==> src/rtl/ace_pkg.sv <==
// Shared types and ACE encodings for the cache-side ACE master port.
package ace_pkg;

  typedef enum logic [2:0] {
    StIdle,
    StArSend,
    StRRecv,
    StAwSend,
    StWSend,
    StBWait,
    StDone
  } state_e;

  typedef enum logic [1:0] {
    TxnRead,
    TxnWrite,
    TxnInval
  } txn_e;

  localparam logic [3:0] ARSNOOP_READSHARED  = 4'b0001;
  localparam logic [3:0] ARSNOOP_CLEANUNIQUE = 4'b1011;
  localparam logic [2:0] AWSNOOP_WRITEBACK   = 3'b011;
  localparam logic [1:0] RESP_OKAY           = 2'b00;

  // AxLEN encoding of a burst of the given number of beats.
  function automatic logic [7:0] burst_len(input int unsigned beats);
    return 8'(beats - 1);
  endfunction

endpackage

==> src/rtl/ace_line_buffer.sv <==
// One cache line of storage: bulk load for evictions, per-beat write for fills,
// and a word read mux for W beats. All accesses share one beat index.
module ace_line_buffer #(
  parameter int unsigned DATA_WIDTH = 32,
  parameter int unsigned LINE_WORDS = 4
) (
  input  logic                             i_clk,
  input  logic                             i_rst,
  input  logic                             i_load,
  input  logic [LINE_WORDS*DATA_WIDTH-1:0] i_load_line,
  input  logic                             i_wr_en,
  input  logic [$clog2(LINE_WORDS)-1:0]    i_idx,
  input  logic [DATA_WIDTH-1:0]            i_wr_word,
  output logic [DATA_WIDTH-1:0]            o_rd_word,
  output logic [LINE_WORDS*DATA_WIDTH-1:0] o_line
);

  logic [DATA_WIDTH-1:0] r_mem [LINE_WORDS];

  // Line storage: a whole-line load takes precedence over a single-beat write.
  always_ff @(posedge i_clk or posedge i_rst) begin
    if (i_rst) begin
      for (int i = 0; i < int'(LINE_WORDS); i++) r_mem[i] <= '0;
    end else if (i_load) begin
      for (int i = 0; i < int'(LINE_WORDS); i++) begin
        r_mem[i] <= i_load_line[i*DATA_WIDTH +: DATA_WIDTH];
      end
    end else if (i_wr_en) begin
      r_mem[i_idx] <= i_wr_word;
    end
  end

  assign o_rd_word = r_mem[i_idx];

  for (genvar g = 0; g < int'(LINE_WORDS); g++) begin : g_line
    assign o_line[g*DATA_WIDTH +: DATA_WIDTH] = r_mem[g];
  end

endmodule

==> src/rtl/ace_master_port.sv <==
// Turns cache-controller request pulses into ReadShared / WriteBack /
// CleanUnique ACE transactions and pulses ace_ready on completion.
module ace_master_port
  import ace_pkg::*;
#(
  parameter int unsigned ADDR_WIDTH = 32,
  parameter int unsigned DATA_WIDTH = 32,
  parameter int unsigned LINE_WORDS = 4
) (
  input  logic                             clk,
  input  logic                             reset,
  input  logic                             read_req,
  input  logic                             write_req,
  input  logic                             invalid_req,
  input  logic [ADDR_WIDTH-1:0]            req_addr,
  input  logic [LINE_WORDS*DATA_WIDTH-1:0] wb_line_data,
  output logic                             ace_ready,
  output logic                             ace_busy,
  output logic [LINE_WORDS*DATA_WIDTH-1:0] fill_line_data,
  output logic                             fill_shared,
  output logic                             resp_err,
  output logic [ADDR_WIDTH-1:0]            araddr,
  output logic                             arvalid,
  input  logic                             arready,
  output logic [3:0]                       arsnoop,
  output logic [7:0]                       arlen,
  input  logic [DATA_WIDTH-1:0]            rdata,
  input  logic [3:0]                       rresp,
  input  logic                             rlast,
  input  logic                             rvalid,
  output logic                             rready,
  output logic [ADDR_WIDTH-1:0]            awaddr,
  output logic                             awvalid,
  input  logic                             awready,
  output logic [2:0]                       awsnoop,
  output logic [7:0]                       awlen,
  output logic [DATA_WIDTH-1:0]            wdata,
  output logic                             wlast,
  output logic                             wvalid,
  input  logic                             wready,
  input  logic [1:0]                       bresp,
  input  logic                             bvalid,
  output logic                             bready,
  output logic                             rack,
  output logic                             wack
);

  localparam int unsigned CntW = $clog2(LINE_WORDS);
  localparam int unsigned OffW = $clog2(LINE_WORDS * DATA_WIDTH / 8);
  localparam logic [CntW-1:0] LastCnt = CntW'(LINE_WORDS - 1);
  localparam logic [7:0] BurstLen = burst_len(LINE_WORDS);

  state_e                r_state;
  txn_e                  r_txn;
  logic [CntW-1:0]       r_cnt;
  logic [ADDR_WIDTH-1:0] r_araddr, r_awaddr;
  logic [3:0]            r_arsnoop;
  logic [2:0]            r_awsnoop;
  logic [7:0]            r_arlen, r_awlen;
  logic                  r_arvalid, r_rready, r_awvalid, r_wvalid, r_bready;
  logic                  r_ace_ready, r_rack, r_wack, r_busy, r_resp_err, r_fill_shared;

  logic                  w_accept;
  logic [ADDR_WIDTH-1:0] w_line_addr;
  logic                  w_buf_load, w_buf_wr;
  logic [DATA_WIDTH-1:0] w_rd_word;
  logic                  w_unused;

  assign w_accept    = (r_state == StIdle) && (read_req || write_req || invalid_req);
  assign w_line_addr = {req_addr[ADDR_WIDTH-1:OffW], {OffW{1'b0}}};
  // Evicted line enters the buffer only when the write actually wins arbitration.
  assign w_buf_load  = w_accept && write_req && !invalid_req;
  // CleanUnique data is discarded so the last fill stays intact.
  assign w_buf_wr    = r_rready && rvalid && (r_txn == TxnRead);
  assign w_unused    = ^{rresp[2], req_addr[OffW-1:0]};

  ace_line_buffer #(
    .DATA_WIDTH(DATA_WIDTH),
    .LINE_WORDS(LINE_WORDS)
  ) u_line_buffer (
    .i_clk      (clk),
    .i_rst      (reset),
    .i_load     (w_buf_load),
    .i_load_line(wb_line_data),
    .i_wr_en    (w_buf_wr),
    .i_idx      (r_cnt),
    .i_wr_word  (rdata),
    .o_rd_word  (w_rd_word),
    .o_line     (fill_line_data)
  );

  // Transaction sequencer with registered channel controls and completion pulses.
  always_ff @(posedge clk or posedge reset) begin
    if (reset) begin
      r_state       <= StIdle;
      r_txn         <= TxnRead;
      r_cnt         <= '0;
      r_araddr      <= '0;
      r_awaddr      <= '0;
      r_arsnoop     <= '0;
      r_awsnoop     <= '0;
      r_arlen       <= '0;
      r_awlen       <= '0;
      r_arvalid     <= 1'b0;
      r_rready      <= 1'b0;
      r_awvalid     <= 1'b0;
      r_wvalid      <= 1'b0;
      r_bready      <= 1'b0;
      r_ace_ready   <= 1'b0;
      r_rack        <= 1'b0;
      r_wack        <= 1'b0;
      r_busy        <= 1'b0;
      r_resp_err    <= 1'b0;
      r_fill_shared <= 1'b0;
    end else begin
      r_ace_ready <= 1'b0;
      r_rack      <= 1'b0;
      r_wack      <= 1'b0;
      unique case (r_state)
        StIdle: begin
          if (w_accept) begin
            r_busy     <= 1'b1;
            r_resp_err <= 1'b0;
            r_cnt      <= '0;
            if (invalid_req) begin
              r_txn     <= TxnInval;
              r_araddr  <= w_line_addr;
              r_arsnoop <= ARSNOOP_CLEANUNIQUE;
              r_arlen   <= 8'd0;
              r_arvalid <= 1'b1;
              r_state   <= StArSend;
            end else if (write_req) begin
              r_txn     <= TxnWrite;
              r_awaddr  <= w_line_addr;
              r_awsnoop <= AWSNOOP_WRITEBACK;
              r_awlen   <= BurstLen;
              r_awvalid <= 1'b1;
              r_state   <= StAwSend;
            end else begin
              r_txn     <= TxnRead;
              r_araddr  <= w_line_addr;
              r_arsnoop <= ARSNOOP_READSHARED;
              r_arlen   <= BurstLen;
              r_arvalid <= 1'b1;
              r_state   <= StArSend;
            end
          end
        end
        StArSend: begin
          if (arready) begin
            r_arvalid <= 1'b0;
            r_rready  <= 1'b1;
            r_state   <= StRRecv;
          end
        end
        StRRecv: begin
          if (rvalid) begin
            if (rresp[1:0] != RESP_OKAY) r_resp_err <= 1'b1;
            if (rlast) begin
              r_rready    <= 1'b0;
              r_ace_ready <= 1'b1;
              r_rack      <= 1'b1;
              r_state     <= StDone;
              if (r_txn == TxnRead) begin
                r_fill_shared <= rresp[3];
                // Short burst still completes, but the line is incomplete.
                if (r_cnt != LastCnt) r_resp_err <= 1'b1;
              end
            end else if ((r_txn == TxnRead) && (r_cnt != LastCnt)) begin
              r_cnt <= r_cnt + CntW'(1);
            end
          end
        end
        StAwSend: begin
          if (awready) begin
            r_awvalid <= 1'b0;
            r_wvalid  <= 1'b1;
            r_state   <= StWSend;
          end
        end
        StWSend: begin
          if (wready) begin
            if (r_cnt == LastCnt) begin
              r_wvalid <= 1'b0;
              r_bready <= 1'b1;
              r_state  <= StBWait;
            end else begin
              r_cnt <= r_cnt + CntW'(1);
            end
          end
        end
        StBWait: begin
          if (bvalid) begin
            if (bresp != RESP_OKAY) r_resp_err <= 1'b1;
            r_bready    <= 1'b0;
            r_ace_ready <= 1'b1;
            r_wack      <= 1'b1;
            r_state     <= StDone;
          end
        end
        StDone: begin
          r_cnt   <= '0;
          r_busy  <= 1'b0;
          r_state <= StIdle;
        end
        default: r_state <= StIdle;
      endcase
    end
  end

  assign ace_ready   = r_ace_ready;
  assign ace_busy    = r_busy;
  assign fill_shared = r_fill_shared;
  assign resp_err    = r_resp_err;
  assign araddr      = r_araddr;
  assign arvalid     = r_arvalid;
  assign arsnoop     = r_arsnoop;
  assign arlen       = r_arlen;
  assign rready      = r_rready;
  assign awaddr      = r_awaddr;
  assign awvalid     = r_awvalid;
  assign awsnoop     = r_awsnoop;
  assign awlen       = r_awlen;
  // Gate the mux so W payload reads as zero whenever no beat is offered.
  assign wdata       = r_wvalid ? w_rd_word : '0;
  assign wlast       = r_wvalid && (r_cnt == LastCnt);
  assign wvalid      = r_wvalid;
  assign bready      = r_bready;
  assign rack        = r_rack;
  assign wack        = r_wack;

endmodule

==> config.mk <==
export PLATFORM = sky130hd
export DESIGN_NAME = ace_master_port
export DESIGN_NICKNAME = d
export VERILOG_FILES = /design/src/rtl/ace_pkg.sv /design/src/rtl/ace_line_buffer.sv /design/src/rtl/ace_master_port.sv
export SDC_FILE = /design/constraint.sdc
export NUM_CORES = 1
export LEC_CHECK = 0
export CORE_AREA = 2 2 182 184
export DETAILED_ROUTE_END_ITERATION = 7
export DIE_AREA = 0 0 184 186
export PLACE_DENSITY = 0.68
export SETUP_SLACK_MARGIN = 0.02
export SLEW_MARGIN = 0
export SYNTH_ARGS = -nofsm -noshare
export SYNTH_HDL_FRONTEND = slang
export SYNTH_SLANG_ARGS = --single-unit
==> constraint.sdc <==
create_clock -name clk -period 12.7 [get_ports clk]
set_input_delay 2.54 -clock clk [delete_from_list [all_inputs] [get_ports clk]]
set_output_delay 2.54 -clock clk [all_outputs]
set_load 0.03 [all_outputs]
==> flow_summary_export.csv, run 1 <==
group,metric,value,unit
route,ant_nets,0,
final_layout,final_cell_mix,"clkdlybuf4s50_1 (440), dfrtp_1 (204), nand2_1 (148)",
worst_setup_path,endpoint_kind,"output pin",
synth,ys_seq_elements,206,
worst_setup_path,cp_num_buf_inv,2,
placed_design,io_buffers,440,
run_status,status,"finished, final reports clean",
global_routing,antenna_found_initial,4,
floorplanning,die_area,0.03422,mm2
route,drtIter0Drc,407,
route,drc,0,
power,cellPowerDensity,286.1,mW/mm2
route,wire_per_inst,20.79,um
power,peakVddDrop,0.1763,mV
synth,muxShareOfSynthArea,26.11,%
clocking,cts_buffers,25,
floorplanning,ios,468,
global_routing,grt_pass1_wl,54150,um
floorplanning,start_util,31.96,%
synth,syn_area,0.01029,mm2
worst_setup_path,required,10160,ps
synth,synth_compound_area_share,8.194,%
final_layout,final_net_count,1525,
worst_setup_path,startpoint,"r_cnt[0]",
floorplanning,core-area,0.03221,mm2
route,wl,36170,um
worst_setup_path,worstPathCellList,"buf_4, mux4_2, and2_1, clkdlybuf4s50_1",
synth,ys_warn_count,0,
sta,fin_crit_sh,45.92,%
final_layout,fillers,2929,
clocking,clockBufferDepth,3,
clocking,cts_repair_resize_count,0,
sta,worst_pin_slew,1194,ps
worst_setup_path,crit_fanout,19,
global_routing,grt_usage,20.50,%
clocking,cts_root_buf,"clkbuf_16",
sta,tns,0,ps
power,total_leakage_power,6.968,nW
worst_setup_path,reg2reg_depth,7,
final_layout,post-route-util,48.43,%
clocking,clock-sinks,206,
sta,fin_crit,5832,ps
placed_design,dp_hpwl,25760,um
worst_setup_path,critPathMaxStageDelay,860,ps
floorplanning,die_w,184,um
power,power,4.462,mW
worst_hold_path,hold_class,"reg -> reg",
final_layout,multi_input_area,0.004651,mm2
route,vias,8629,
sta,grt_setup_unrepaired,"no",
clocking,clk_pin_slew,60,ps
global_routing,grt-ovfl-total,0,
final_layout,seq_area,0.005157,mm2
clocking,post_cts_buffers,0,
global_routing,grt_max_degree,133,
clocking,tritoncts,"yes",
route,drtPass1Iterations,4,
final_layout,drive_gt1_share,11.44,%
final_layout,areaGrowthSynthToFinish,51.56,%
worst_setup_path,crit_path_top_delay_cell,"dfrtp_2",
clocking,cts-hold-fix-buffers,0,
worst_setup_path,crit_cells,4,
worst_setup_path,crit_path_end,"wdata[23]",
synth,yosysSeqAreaShare,50.09,%
sta,skew,19.26,ps
synth,synth_adder_area_share,0.4863,%
worst_setup_path,crit_family,"buffers and inverters",
worst_setup_path,timing.rr.start,"r_cnt[0]",
synth,syn_avg_cell_area,11.37,um2
worst_setup_path,crit_arrival,3290,ps
worst_setup_path,worstSetupPathType,"reg -> out",
synth,synth_xor_xnor_area_share,0,%
clocking,clock_latency,540,ps
sta,relSlewSlack,20.41,%
final_layout,mostFrequentLayoutCell,"clkdlybuf4s50_1",
floorplanning,die_y,186,um
floorplanning,core.rowCount,66,
sta,fmax,171.5,MHz
placed_design,gp_congestion,0.8034,
clocking,h-tree-depth,1,
route,vias_per_cell,4.959,
synth,ys_types,42,
sta,slew_viol_final,0,
worst_setup_path,rrSetupSlack,9280,ps
worst_setup_path,rr_endpoint,"u_line_buffer.o_line[1]",
global_routing,grt_pass1_vias,9087,
worst_setup_path,startpoint_type,"register",
flow_run,cap_violations,0,
synth,syn_inst,905,
synth,yosys.area_share.simple,9.446,%
sta,hold_viol_final,0,
sta,setup_violations,0,
synth,synth_top_family_by_area,"multiplexers",
==> cell families (layout without fill, tap and decap cells) <==
kind of cell | Yosys count | in the layout
AO/OA/AOI/OAI | 158 | 158
multiplexers | 220 | 220
other | 1 | 25
buffers and inverters | 100 | 503
adder cells (fa/ha/maj) | 4 | 4
AND/OR/NAND/NOR | 216 | 216
flip-flops | 206 | 206
==> cell usage after synthesis (all sizes together) <==
cell type	count	area, um2
o31ai	1	7.510
a2111oi	1	8.760
o22ai	1	6.260
o211ai	3	22.52
a221oi	1	8.760
mux2	59	675.6
a31oi	1	6.260
a31o	1	8.760
clkbuf	24	90.09
o21a	1	7.510
nor3b	1	7.510
nand3	1	5.000
dfrtp	206	5155
o2111ai	1	8.760
nand2	152	570.6
ha	4	50.05
o21ai	136	680.7
nor4bb	1	10.01
mux2i	129	1291
a21o	2	15.01
a21oi	5	25.02
nand4b	1	8.760
mux4	32	720.7
inv	9	33.78
o311ai	1	8.760
nor3	4	25.02
nor2	7	26.28
nand2b	6	45.04
and2	35	219.0
conb	1	3.750
nor2b	4	25.02
buf	67	456.7
o221ai	1	8.760
a32o	2	20.02
or3	2	17.52
or2	2	12.51
==> layout make-up <==
type / instances / area share, %
diodes: 3 / 0.04813
clock buffers: 37 / 4.556
clock inverters: 7 / 0.2647
inverters: 9 / 0.2647
multi-input cells: 620 / 29.81
flip-flops and latches: 206 / 33.06
well taps: 408 / 3.273
repair buffers: 450 / 28.72
==> registers in the layout, summed over array words and instances, names as in the netlist, 2 cells and up <==
register and cells:
r_cnt 2, araddr 28, r_txn 2, awaddr 28, r_state 3, arsnoop 2
u_line_buffer.o_line 128
==> worst min-delay path by stage <==
stage | to | from | depth (start not counted)
CTS | arsnoop[0] | arsnoop[0] | 1
global route | arsnoop[0] | arsnoop[0] | 1
global placement | arsnoop[0] | arsnoop[0] | 1
finish | ace_busy | ace_busy | 2
floorplan | r_txn[1] | r_txn[1] | 2
detailed placement | arsnoop[0] | arsnoop[0] | 1
==> layer usage <==
layer	wire, um	GRT usage (%)	up-vias
li1	-	-	3940
met1	14260	24.67	4241
met2	17600	35.05	384
met3	3231	6.535	62
met4	1059	6.272	2
met5	13	0	-
==> where the power goes <==
part	internal (mW)	switching [mW]
logic	1.15	1.37
clock network	0.385	0.286
registers	0.967	0.306
==> stage by stage <==
step | area [um2] | cells | setup WS [ps] | hold slack, ps
after floorplan | 10370 | 926 | 4536 | 486.2
after global placement | 14840 | 1693 | 7054 | 452.9
after detailed placement | 14840 | 1693 | 6979 | 458.7
after CTS | 15590 | 1737 | 6764 | 484.4
after global routing | 15600 | 1740 | 6672 | 504.0
final | 15600 | 1740 | 6868 | 475.8
==> worst register-to-register path: cells and delay by family, from the launching register on <==
family	cells	cell delay (ps)
multiplexers	1	340
AND/OR/NAND/NOR	1	470
adder cells (fa/ha/maj)	1	240
buffers and inverters	3	1240
AO/OA/AOI/OAI	1	110
flip-flops	1	860
No activity file was read; power rests on OpenSTA's default activity.
==> inputs of run 2 (changes only) <==
Settings changed: CORE_AREA 2 2 182 184 to 2 2 180 182, DIE_AREA 0 0 184 186 to 0 0 182 184, PLACE_DENSITY 0.68 to 0.7.
Clock period 12.7 ns to 5.8 ns, I/O delays scaled along.
==> run 2 against run 1 <==
Net effect: via count grew 0.61%; register-to-register slack lost 6400 ps; largest power group unchanged; routed wire length grew 0.97%; die area shrank 2.2%.
==> flow_summary_export.csv, run 2 (synthesis results as in run 1) <==
group,metric,value,unit
worst_setup_path,worstSetupPathType,"reg -> out",
clocking,clock_latency,520,ps
route,drtPass1Iterations,6,
sta,hold_viol_final,0,
worst_setup_path,timing.rr.start,"r_txn[0]",
power,cellPowerDensity,624.7,mW/mm2
route,wl,36520,um
clocking,clock-sinks,206,
floorplanning,die_area,0.03349,mm2
sta,tns,0,ps
floorplanning,core-area,0.03139,mm2
run_status,status,"finished, final reports clean",
final_layout,mostFrequentLayoutCell,"clkdlybuf4s50_1",
worst_setup_path,crit_arrival,3030,ps
worst_setup_path,required,4640,ps
floorplanning,die_w,182,um
clocking,clk_pin_slew,60,ps
sta,setup_ws,1611,ps
clocking,cts-hold-fix-buffers,0,
global_routing,antenna_found_initial,0,
final_layout,areaGrowthSynthToFinish,52.14,%
sta,grt_setup_unrepaired,"no",
worst_setup_path,worstPathCellList,"buf_4, mux4_2, and2_1, clkdlybuf4s50_1",
worst_setup_path,reg2reg_depth,5,
sta,fin_crit,4189,ps
clocking,tritoncts,"yes",
global_routing,grt_pass1_vias,9281,
worst_setup_path,endpoint_kind,"output pin",
route,drc,0,
worst_setup_path,critPathMaxStageDelay,840,ps
placed_design,io_buffers,440,
final_layout,final_net_count,1531,
clocking,post_cts_buffers,0,
worst_hold_path,hold_class,"reg -> reg",
clocking,clockBufferDepth,3,
placed_design,dp_hpwl,25850,um
global_routing,grt_max_degree,122,
route,drtIter0Drc,480,
worst_setup_path,crit_path_top_delay_cell,"dfrtp_2",
route,ant_nets,0,
sta,fin_crit_sh,72.23,%
floorplanning,ios,468,
clocking,cts_root_buf,"clkbuf_16",
worst_setup_path,startpoint_type,"register",
final_layout,fillers,2818,
floorplanning,core.rowCount,65,
final_layout,multi_input_area,0.004651,mm2
sta,setup_violations,0,
worst_hold_path,hold_depth,2,
sta,worst_pin_slew,1062,ps
global_routing,grt_usage,21.24,%
flow_run,cap_violations,0,
power,power,9.782,mW
worst_hold_path,whs_endpoint,"ace_busy",
clocking,cts_buffers,24,
worst_setup_path,crit_family,"buffers and inverters",
worst_hold_path,min_from,"ace_busy",
floorplanning,start_util,32.79,%
final_layout,final_cell_mix,"clkdlybuf4s50_1 (440), dfrtp_1 (204), nand2_1 (148)",
placed_design,gp_congestion,0.8232,
sta,slew_viol_final,0,
route,vias,8682,
worst_setup_path,cp_num_buf_inv,2,
sta,relSlewSlack,28.22,%
final_layout,antennaDiodeCount,0,
final_layout,seq_area,0.005157,mm2
power,peakVddDrop,0.3692,mV
clocking,h-tree-depth,1,
final_layout,drive_gt1_share,11.56,%
worst_setup_path,rrSetupSlack,2920,ps
worst_setup_path,crit_fanout,18,
power,total_leakage_power,6.998,nW
route,vias_per_cell,5.007,
sta,skew,7.492,ps
route,wire_per_inst,21.06,um
sta,fmax,238.7,MHz
final_layout,largest_register_ff_count,128,
global_routing,grt-ovfl-total,0,
global_routing,grt_pass1_wl,55030,um
floorplanning,die_y,184,um
worst_setup_path,rr_endpoint,"u_line_buffer.o_line[121]",
placed_design,pre_cts_slack,1662,ps
clocking,cts_repair_resize_count,0,
run 2: cell types whose count changed in the layout (fill, tap and decap cells not counted), moves of 3 or more:
| cell | delta |
|---|---|
| buf_12 | +3 |
| clkinv_2 | -3 |
| diode_2 | -3 |
| buf_4 | +4 |
run 2: per-stage QoR:
step / std cells / cell area, um2 / hold WS [ps] / utilization, %
final: 1734 / 15660 / 478.9 / 49.88
after global routing: 1734 / 15660 / 496.4 / 49.88
after CTS: 1734 / 15660 / 487.2 / 49.88
after detailed placement: 1694 / 14920 / 470.5 / 47.52
after global placement: 1694 / 14920 / 455.7 / 47.52
after floorplan: 926 / 10380 / 486.2 / -
run 2: tightest hold or removal path: stages, from the launching register on:
cell	delay, ps
dfrtp_1	340
nand2_1	50
nand2_1	60
run 2: area by class of cell:
| type | instances | share of cell area, % |
|---|---|---|
| inverters | 9 | 0.2397 |
| well taps | 402 | 3.212 |
| multi-input cells | 620 | 29.70 |
| repair buffers | 457 | 29.18 |
| flip-flops and latches | 206 | 32.94 |
| clock buffers | 37 | 4.475 |
| clock inverters | 3 | 0.2557 |
run 2: worst max-delay path by stage:
| stage | start | end | slack, ps | depth (start not counted) |
|---|---|---|---|---|
| final | r_cnt[1] | wdata[31] | 1610 | 4 |
| after global routing | r_cnt[0] | wdata[29] | 1490 | 4 |
| after CTS | r_cnt[0] | wdata[1] | 1530 | 4 |
| after detailed placement | rvalid | u_line_buffer.o_line[121] | 1660 | 6 |
| after global placement | rvalid | u_line_buffer.o_line[126] | 1710 | 6 |
| after floorplan | reset | ace_busy | 1970 | 1 |
run 2: report_power, final:
group | total [mW] | leakage (nW) | internal, mW | switching, mW
combinational | 5.58 | 4.12 | 2.52 | 3.06
sequential | 2.74 | 2.51 | 2.12 | 0.625
clock | 1.46 | 0.362 | 0.866 | 0.593
run 2: metal layers:
layer  GRT usage, %  part of all wire [%]  wire length [um]
met2          36.64                    49             17800
met1          26.02                    40             14630
met5              0                     0                 0
met4          5.645                   2.2               803
met3          6.220                   9.0              3283
==> inputs of run 3 (changes only) <==
Settings changed: CORE_AREA 2 2 180 182 to 2 2 183 185, DIE_AREA 0 0 182 184 to 0 0 185 187.
Clock period 5.8 ns to 3.4 ns, I/O delays scaled along.
==> run 3 against run 2 <==
Net effect: worst setup slack worse by 1500 ps; non-clock buffer count up 25; sequential power up 67%; final area up 3.1%; combinational power up 73%; critical path depth unchanged; cell count up 4.5%; via count about the same; register-to-register slack worse by 1700 ps; routed wire length down 1.9%; global-route usage down 1.1 points; die area up 3.3%.
==> flow_summary_export.csv, run 3 (synthesis results as in run 1) <==
group,metric,value,unit
worst_setup_path,critPathMaxStageDelay,610,ps
clocking,h-tree-depth,1,
placed_design,dp_hpwl,25760,um
route,vias,8685,
sta,grt_setup_unrepaired,"no",
clocking,post_cts_buffers,0,
worst_setup_path,startpoint_type,"register",
route,ant_nets,0,
run_status,status,"finished, final reports clean",
global_routing,grt_pass1_vias,9211,
floorplanning,die_y,187,um
final_layout,largest_register_ff_count,128,
sta,fin_crit_sh,96.41,%
worst_hold_path,hold_class,"reg -> reg",
placed_design,place_area,0.01525,mm2
clocking,clock_latency,550,ps
route,wl_met2,17460,um
final_layout,final_cell_mix,"clkdlybuf4s50_1 (440), dfrtp_1 (204), nand2_1 (148)",
floorplanning,die_w,185,um
worst_setup_path,worstPathCellList,"buf_4, mux4_2, and2_1, clkdlybuf4s50_1",
sta,setup_violations,0,
route,wire_per_inst,19.77,um
floorplanning,core-area,0.03286,mm2
route,wl_met3,3091,um
floorplanning,die_area,0.03460,mm2
worst_setup_path,required,2720,ps
worst_setup_path,endpoint_kind,"output pin",
final_layout,final_net_count,1558,
sta,slew_viol_final,0,
route,vias_per_cell,4.793,
final_layout,drive_gt1_share,13.71,%
global_routing,grt_pass1_wl,54030,um
placed_design,gp_congestion,0.8148,
sta,skew,30.53,ps
route,drtIter0Drc,337,
final_layout,antennaDiodeCount,0,
final_layout,final_area,0.01614,mm2
clocking,clock-sinks,206,
global_routing,antenna_found_initial,0,
clocking,clockBufferDepth,3,
final_layout,mostFrequentLayoutCell,"clkdlybuf4s50_1",
sta,hold_viol_final,0,
floorplanning,start_util,31.32,%
clocking,cts_root_buf,"clkbuf_16",
worst_setup_path,worstSetupPathType,"reg -> out",
worst_setup_path,crit_fanout,13,
clocking,cts_repair_resize_count,0,
flow_run,cap_violations,0,
sta,setup_ws,122.0,ps
floorplanning,core.rowCount,67,
global_routing,grt_usage,20.11,%
route,wl,35820,um
sta,worst_pin_slew,964.5,ps
placed_design,pre_cts_slack,607.9,ps
route,dr.max_layer_used,"met4",
sta,fmax,305.1,MHz
worst_setup_path,crit_path_top_delay_cell,"clkdlybuf4s50_1",
power,peakVddDrop,0.6629,mV
floorplanning,ios,468,
route,drt-met1-wl,14210,um
global_routing,grt-ovfl-total,0,
clocking,clk_pin_slew,60,ps
final_layout,areaGrowthSynthToFinish,56.83,%
clocking,cts-hold-fix-buffers,0,
route,drtPass1Iterations,4,
power,cellPowerDensity,1061,mW/mm2
placed_design,io_buffers,440,
clocking,cts_buffers,26,
sta,tns,0,ps
clocking,tritoncts,"yes",
route,drc,0,
sta,fin_crit,3278,ps
sta,relSlewSlack,35.56,%
worst_setup_path,crit_arrival,2600,ps
global_routing,grt_max_degree,51,
power,total_leakage_power,7.221,nW
[run 3: cell types whose count changed in the layout (fill, tap and decap cells not counted), sizes merged]
cell	delta
clkbuf	+3
buf	+25
bufinv	+2
inv	+1
clkinv	+1
[run 3: area by class of cell]
| type | instances | area, um2 |
|---|---|---|
| clock buffer | 40 | 763.2 |
| fill | 3022 | 16720 |
| inverter | 9 | 37.54 |
| multi-input combinational | 620 | 4651 |
| clock inverter | 7 | 127.6 |
| tap | 448 | 560.5 |
| sequential | 206 | 5157 |
| timing repair buffer | 482 | 4845 |
[run 3: power breakdown]
part / internal (mW) / switching, mW / total [mW] / leakage, nW
combinational: 4.39 / 5.28 / 9.67 / 4.27
sequential: 3.61 / 0.953 / 4.57 / 2.51
clock: 1.77 / 1.12 / 2.89 / 0.436
total: 9.78 / 7.35 / 17.1 / 7.22
[run 3: per-stage QoR]
step           std cells  total power, mW  hold WS, ps  utilization [%]
2_1_floorplan        926            10.11        486.2                -
3_3_place_gp        1765            14.18        452.9            46.41
3_5_place_dp        1765            14.33        456.5            46.41
4_1_cts             1812            17.31        468.6            49.12
5_1_grt             1812            18.01        492.6            49.12
6_report            1812            17.13        462.1            49.12
[run 3: layer usage]
layer | up-vias | global-route usage, %
met3 | 56 | 6.133
met2 | 357 | 35.09
met1 | 4267 | 23.81
met4 | 0 | 5.617
li1 | 4005 | -
met5 | - | 0
[run 3: worst paths after layout]
kind	to	start	cells past startpoint	slack (ps)
max	wdata[5]	r_cnt[0]	4	120
min	arsnoop[0]	arsnoop[0]	1	460
max reg2reg	araddr[4]	r_state[0]	5	1230
min reg2reg	arsnoop[0]	arsnoop[0]	1	460
max in group asynchronous	u_line_buffer.o_line[96]	reset	3	1960
min in group asynchronous	r_cnt[1]	reset	2	700
[run 3: worst max-delay path: cells and delay by family, from the launching register on]
kind	cells	cell delay, ps
buffers and inverters	2	910
multiplexers	1	580
flip-flops	1	380
AND/OR/NAND/NOR	1	170
